--- config.mk ---
export PLATFORM = sky130hd
export DESIGN_NAME = avalon_aes_interface
export DESIGN_NICKNAME = d
export VERILOG_FILES = /design/src/rtl/aes_if_pkg.sv /design/src/rtl/aes_if_regfile.sv /design/src/rtl/avalon_aes_interface.sv
export SDC_FILE = /design/constraint.sdc
export NUM_CORES = 1
export LEC_CHECK = 0
export BUFFER_PORTS_ARGS = -buffer_cell sky130_fd_sc_hd__buf_2
export CAP_MARGIN = 30
export CORE_MARGIN = 10
export CORE_UTILIZATION = 45
export DETAILED_ROUTE_END_ITERATION = 10
export PLACE_DENSITY_LB_ADDON = 0.08
export REMOVE_ABC_BUFFERS = 1
export SLEW_MARGIN = 15
export SYNTH_ARGS = -nofsm -noshare
export SYNTH_HDL_FRONTEND = slang
export SYNTH_HIERARCHICAL = 1
export SYNTH_SLANG_ARGS = --single-unit
export TNS_END_PERCENT = 20
--- constraint.sdc ---
create_clock -name CLK -period 13.9 [get_ports CLK]
set_input_delay 2.085 -clock CLK [delete_from_list [all_inputs] [get_ports CLK]]
set_output_delay 2.085 -clock CLK [all_outputs]
set_load 0.02 [all_outputs]
--- src/rtl/aes_if_pkg.sv ---
// aes_if_pkg: shared definitions for the Avalon AES register front end.
// Address map constants, status bit indices, FSM state type, byte merge.
package aes_if_pkg;

  localparam logic [3:0] ADDR_KEY0   = 4'd0;
  localparam logic [3:0] ADDR_MSG0   = 4'd4;
  localparam logic [3:0] ADDR_DEC0   = 4'd8;
  localparam logic [3:0] ADDR_CTRL   = 4'd14;
  localparam logic [3:0] ADDR_STATUS = 4'd15;

  localparam int ST_DONE    = 0;
  localparam int ST_BUSY    = 1;
  localparam int ST_TIMEOUT = 2;

  typedef enum logic [1:0] {
    IDLE,
    LAUNCH,
    BUSY,
    CAPTURE
  } aes_if_state_t;

  function automatic logic [31:0] be_merge(
    input logic [31:0] old_w,
    input logic [31:0] new_w,
    input logic [3:0]  be
  );
    logic [31:0] r;
    r = old_w;
    for (int i = 0; i < 4; i++)
      if (be[i]) r[8*i +: 8] = new_w[8*i +: 8];
    return r;
  endfunction

endpackage

--- src/rtl/aes_if_regfile.sv ---
// aes_if_regfile: RW key/msg words 0-7, hardware-loaded plaintext 8-11,
// registered read mux (ctrl/status folded in). Ports: bus, capture, views.
module aes_if_regfile
  import aes_if_pkg::*;
(
  input  logic         clk_i,
  input  logic         rst_i,
  input  logic         we_i,
  input  logic         re_i,
  input  logic [3:0]   addr_i,
  input  logic [3:0]   be_i,
  input  logic [31:0]  wdata_i,
  input  logic         cap_i,
  input  logic [127:0] cap_data_i,
  input  logic         busy_i,
  input  logic         done_i,
  input  logic         timeout_i,
  output logic [31:0]  rdata_o,
  output logic [127:0] key_o,
  output logic [127:0] msg_o,
  output logic [31:0]  export_o
);

  logic [31:0] rw_q [8];
  logic [31:0] dec_q [4];
  logic [31:0] rdata_q, rdata_d;

  always_comb begin
    rdata_d = rdata_q;
    if (re_i) begin
      rdata_d = '0;
      unique case (1'b1)
        !addr_i[3]:             rdata_d = rw_q[addr_i[2:0]];
        addr_i[3:2] == 2'b10:   rdata_d = dec_q[addr_i[1:0]];
        addr_i == ADDR_CTRL:    rdata_d[0] = busy_i;
        addr_i == ADDR_STATUS: begin
          rdata_d[ST_DONE]    = done_i;
          rdata_d[ST_BUSY]    = busy_i;
          rdata_d[ST_TIMEOUT] = timeout_i;
        end
        default: rdata_d = '0;
      endcase
    end
  end

  always_ff @(posedge clk_i or posedge rst_i) begin
    if (rst_i) begin
      for (int i = 0; i < 8; i++) rw_q[i] <= '0;
      for (int i = 0; i < 4; i++) dec_q[i] <= '0;
      rdata_q <= '0;
    end else begin
      if (we_i && !addr_i[3])
        rw_q[addr_i[2:0]] <= be_merge(rw_q[addr_i[2:0]], wdata_i, be_i);
      if (cap_i) begin
        dec_q[0] <= cap_data_i[127:96];
        dec_q[1] <= cap_data_i[95:64];
        dec_q[2] <= cap_data_i[63:32];
        dec_q[3] <= cap_data_i[31:0];
      end
      rdata_q <= rdata_d;
    end
  end

  assign rdata_o  = rdata_q;
  assign key_o    = {rw_q[0], rw_q[1], rw_q[2], rw_q[3]};
  assign msg_o    = {rw_q[4], rw_q[5], rw_q[6], rw_q[7]};
  assign export_o = {rw_q[0][31:16], rw_q[3][15:0]};

endmodule

--- src/rtl/avalon_aes_interface.sv ---
// avalon_aes_interface: Avalon-MM slave front end for the AES decrypt core.
// Bus regs + launch/busy/capture FSM with watchdog; drives core and hex export.
module avalon_aes_interface
  import aes_if_pkg::*;
#(
  parameter int TIMEOUT_CYCLES = 4096,
  parameter int TCNT_W         = 13
) (
  input  logic         CLK,
  input  logic         RESET,
  input  logic         AVL_CS,
  input  logic         AVL_READ,
  input  logic         AVL_WRITE,
  input  logic [3:0]   AVL_ADDR,
  input  logic [3:0]   AVL_BYTE_EN,
  input  logic [31:0]  AVL_WRITEDATA,
  output logic [31:0]  AVL_READDATA,
  output logic         AES_START,
  input  logic         AES_DONE,
  output logic [127:0] AES_KEY,
  output logic [127:0] AES_MSG_ENC,
  input  logic [127:0] AES_MSG_DEC,
  output logic [31:0]  EXPORT_DATA
);

  localparam logic [TCNT_W-1:0] WD_LAST = TCNT_W'(TIMEOUT_CYCLES - 1);
  localparam logic [TCNT_W-1:0] WD_ONE  = TCNT_W'(1);

  aes_if_state_t     state_q, state_d;
  logic [TCNT_W-1:0] wd_q, wd_d;
  logic              done_q, done_d;
  logic              tmo_q, tmo_d;
  logic              cap;
  logic              busy;
  logic              bus_wr;
  logic              ctrl_wr;
  logic              stat_wr;
  logic              abort;

  assign busy    = (state_q != IDLE);
  assign bus_wr  = AVL_CS & AVL_WRITE;
  assign ctrl_wr = bus_wr && AVL_ADDR == ADDR_CTRL && AVL_BYTE_EN[0];
  assign stat_wr = bus_wr && AVL_ADDR == ADDR_STATUS && AVL_BYTE_EN[0];
  assign abort   = busy && ctrl_wr && !AVL_WRITEDATA[0];

  always_comb begin
    state_d = state_q;
    wd_d    = wd_q;
    done_d  = done_q;
    tmo_d   = tmo_q;
    cap     = 1'b0;
    // W1C first so that a same-cycle hardware set overrides it
    if (stat_wr) begin
      if (AVL_WRITEDATA[ST_DONE])    done_d = 1'b0;
      if (AVL_WRITEDATA[ST_TIMEOUT]) tmo_d  = 1'b0;
    end
    if (abort) begin
      state_d = IDLE;
    end else begin
      unique case (state_q)
        IDLE: begin
          if (ctrl_wr && AVL_WRITEDATA[0]) begin
            done_d  = 1'b0;
            tmo_d   = 1'b0;
            state_d = LAUNCH;
          end
        end
        LAUNCH: begin
          wd_d    = '0;
          state_d = BUSY;
        end
        BUSY: begin
          wd_d = wd_q + WD_ONE;
          if (AES_DONE) begin
            state_d = CAPTURE;
          end else if (wd_q == WD_LAST) begin
            tmo_d   = 1'b1;
            state_d = IDLE;
          end
        end
        CAPTURE: begin
          cap     = 1'b1;
          done_d  = 1'b1;
          state_d = IDLE;
        end
        default: state_d = IDLE;
      endcase
    end
  end

  always_ff @(posedge CLK or posedge RESET) begin
    if (RESET) begin
      state_q <= IDLE;
      wd_q    <= '0;
      done_q  <= 1'b0;
      tmo_q   <= 1'b0;
    end else begin
      state_q <= state_d;
      wd_q    <= wd_d;
      done_q  <= done_d;
      tmo_q   <= tmo_d;
    end
  end

  // decoded from state so an async reset drops it at once
  assign AES_START = (state_q == LAUNCH) || (state_q == BUSY);

  aes_if_regfile u_regs (
    .clk_i      (CLK),
    .rst_i      (RESET),
    .we_i       (bus_wr && !busy),
    .re_i       (AVL_CS & AVL_READ),
    .addr_i     (AVL_ADDR),
    .be_i       (AVL_BYTE_EN),
    .wdata_i    (AVL_WRITEDATA),
    .cap_i      (cap),
    .cap_data_i (AES_MSG_DEC),
    .busy_i     (busy),
    .done_i     (done_q),
    .timeout_i  (tmo_q),
    .rdata_o    (AVL_READDATA),
    .key_o      (AES_KEY),
    .msg_o      (AES_MSG_ENC),
    .export_o   (EXPORT_DATA)
  );

endmodule

==> impl_metrics.py <==
metrics = {
    "placement": {
        "hpwl_um": 51100,
        "postPlaceCellArea_mm2": 0.0235,
        "place.gp.congestion": 0.838,
        "dp.cells": 2537,
        "io_buffer_count": 494,
    },
    "finish": {
        "drive_gt1_share_pct": 50.1,
        "fillers": 3949,
        "layout.nets": 2165,
        "design_area_mm2": 0.0251,
        "area_delta_synth_final_pct": 21.3,
        "instances_no_fill": 2626,
    },
    "worst_setup_path": {
        "critPathKind": "primary input to flop",
        "path_max_fanout": 73,
        "cp_slowest_cell": "buf_4",
        "r2r_setup_slack_ns": 10.58,
        "crit_path_start_kind": "primary input",
        "end_kind": "flop",
        "arrival_ns": 5.11,
        "cp_cell_sequence": "buf_8, nand3b_1, or3_1, nand2_1, inv_4, buf_4, mux2_2",
        "max_stage_delay_ns": 0.84,
        "required_ns": 14.37,
    },
    "sta": {
        "fin_crit_ns": 4.64,
        "skew_ns": 0.0152,
        "worst_pin_slew_ns": 1.22,
        "setup_viol_count_final": 0,
        "tns_ns": 0,
        "hold_viol_final": 0,
        "max_freq_ghz": 0.216,
        "relSlewSlack_pct": 18.7,
        "period_share_pct": 33.4,
        "drv_slew": 0,
        "rsz0062_at_grt": "no",
    },
    "yosys": {
        "synth_ff_type": "dfrtp_1",
        "ys_warn_count": 6,
        "yosysTopAreaCell": "dfrtp_1",
        "synth_most_common_cell": "dfrtp_1",
        "syn-instance-count": 1551,
        "avgSynthCellArea_um2": 13.4,
        "synth_top_area_share_pct": 52.3,
        "async_reset_ff_share_pct": 100,
        "synthTopCellsByArea": "dfrtp_1 (52%), mux2_2 (18%), mux2i_1 (6.2%)",
        "ys_types": 59,
        "ys_ff_latch": 433,
        "synth_commonest_cells": "dfrtp_1 (433), mux2_2 (333), mux2i_1 (129), nand2_1 (115), o22a_1 (75)",
        "syn_area_mm2": 0.0207,
        "ys_seq_area_share_pct": 52.3,
        "synth_edf_count": 0,
    },
    "routing": {
        "antenna_left": 0,
        "dr.pass1.iters": 4,
        "via_count": 14800,
        "drt_iter0_drc": 981,
        "drc_errors": 0,
        "drt_wl_total_um": 71300,
        "post_drt_wl_per_cell_um": 27.1,
        "vias_per_cell": 5.62,
    },
    "clock_tree": {
        "worstSkewPairLatency_ns": 0.59,
        "hold_buffers": 0,
        "cts-root-buf": "clkbuf_16",
        "clock_path_buffers": 3,
        "cts.sinks": 433,
        "cts_resized": 0,
        "h-tree-depth": 2,
        "path_clk_slew_ns": 0.06,
        "cts_inserted_buffers": 48,
        "cts_tree": "yes",
        "cts_setup_buffers": 0,
    },
    "flow_run": {
        "maxCapViolCount": 0,
    },
    "grt": {
        "track_usage_pct": 25.2,
        "antenna_found_initial": 2,
        "grt_pass1_vias": 15200,
        "grt_pass1_wl_um": 103000,
        "grt_max_degree": 187,
        "gr-total-overflow": 0,
    },
    "power": {
        "max-vdd-ir-drop_mv": 0.115,
        "powerDensity_mw_per_mm2": 191,
        "leakagePower_uw": 0.0123,
    },
    "outcome": {
        "status": "finished clean",
    },
    "floorplanning": {
        "rows": 78,
        "start_util_pct": 45.6,
        "fp.coreArea_mm2": 0.0455,
        "die_w_um": 235,
        "num_io_pins": 495,
        "die_area_mm2": 0.0550,
        "die_height_um": 235,
    },
    "min_path": {
        "holdCritPathClass": "flop to flop",
    },
}
## per-stage QoR
stage | hold WS (ns) | worst slack [ns] | utilization, % | total power [µW]
after floorplan | 0.462 | 0.237 | - | 2930
after global placement | 0.478 | 8.66 | 51.4 | 3480
after detailed placement | 0.482 | 8.61 | 51.7 | 3520
after CTS | 0.495 | 9.24 | 55.3 | 4840
after global routing | 0.512 | 9.00 | 55.3 | 5040
final | 0.490 | 9.26 | 55.3 | 4800
## sequential cells by signal (all words and copies together) (netlist names)
register         cells
u_regs/msg_o       128
wd_q                13
state_q              2
u_regs/export_o     32
u_regs/dec_q       128
done_q               1
tmo_q                1
u_regs/key_o        96
u_regs/rdata_o      32
## critical path, delay by kind of cell
| kind | cells | cell delay, ns |
|---|---|---|
| buffers and inverters | 3 | 1.76 |
| AND/OR/NAND/NOR | 3 | 0.67 |
| multiplexers | 1 | 0.42 |
## layout make-up
cell class                 count  area [µm²]  area share, %
clock inverter                14         158          0.627
timing repair buffer         518        2760           11.0
clock buffer                  74        1470           5.85
tap                          600         751           2.99
antenna                        1        2.50        0.00996
multi-input combinational    971        9090           36.2
sequential                   433       10800           43.1
inverter                      15        66.3          0.264
## final timing paths
kind,cells past startpoint,to,from
worst min register to register,1,u_regs/rdata_o[13],u_regs/rdata_o[13]
worst max-delay path,7,u_regs/dec_q[88],AVL_ADDR[0]
worst max register to register,8,u_regs/dec_q[88],state_q[0]
min in group asynchronous,2,u_regs/dec_q[66],RESET
worst min-delay path,1,u_regs/rdata_o[13],u_regs/rdata_o[13]
max in group asynchronous,5,u_regs/key_o[84],RESET
## power by group
part / internal (µW) / leakage [µW] / switching [µW]
logic: 693 / 0.00594 / 853
clock network: 782 / 0.000803 / 524
registers: 1660 / 0.00560 / 284
total: 3140 / 0.0123 / 1660
## layer usage
metal	wire length [µm]	GRT usage (%)
met4	1560	7.13
met2	34000	40.2
met5	0	0
met1	30200	33.4
met3	5600	6.59
## cell usage in the layout (no fill, tap or decap), drive strengths merged, types with 5 or more instances in the layout
cell type	Yosys	layout
and3	5	5
clkbuf	31	74
o31ai	8	8
a21oi	31	31
mux2i	129	129
nand2	117	117
dfrtp	433	433
o21ai	57	57
nand3	15	15
or3	5	5
nand2b	11	11
clkinv	0	7
buf	101	518
inv	15	17
nand3b	5	5
a31oi	32	32
mux2	347	347
o22a	75	75
o22ai	13	13
mux4	31	31
nor2	36	36
## cells by family after synthesis
kind of cell	after synthesis	share of synthesized area, %
AND/OR/NAND/NOR	224	5.24
flip-flops	433	52.3
multiplexers	507	28.5
adder cells (fa/ha/maj)	4	0.242
AO/OA/AOI/OAI	236	9.82
buffers and inverters	147	3.95
(Power assumes the default switching activity.)
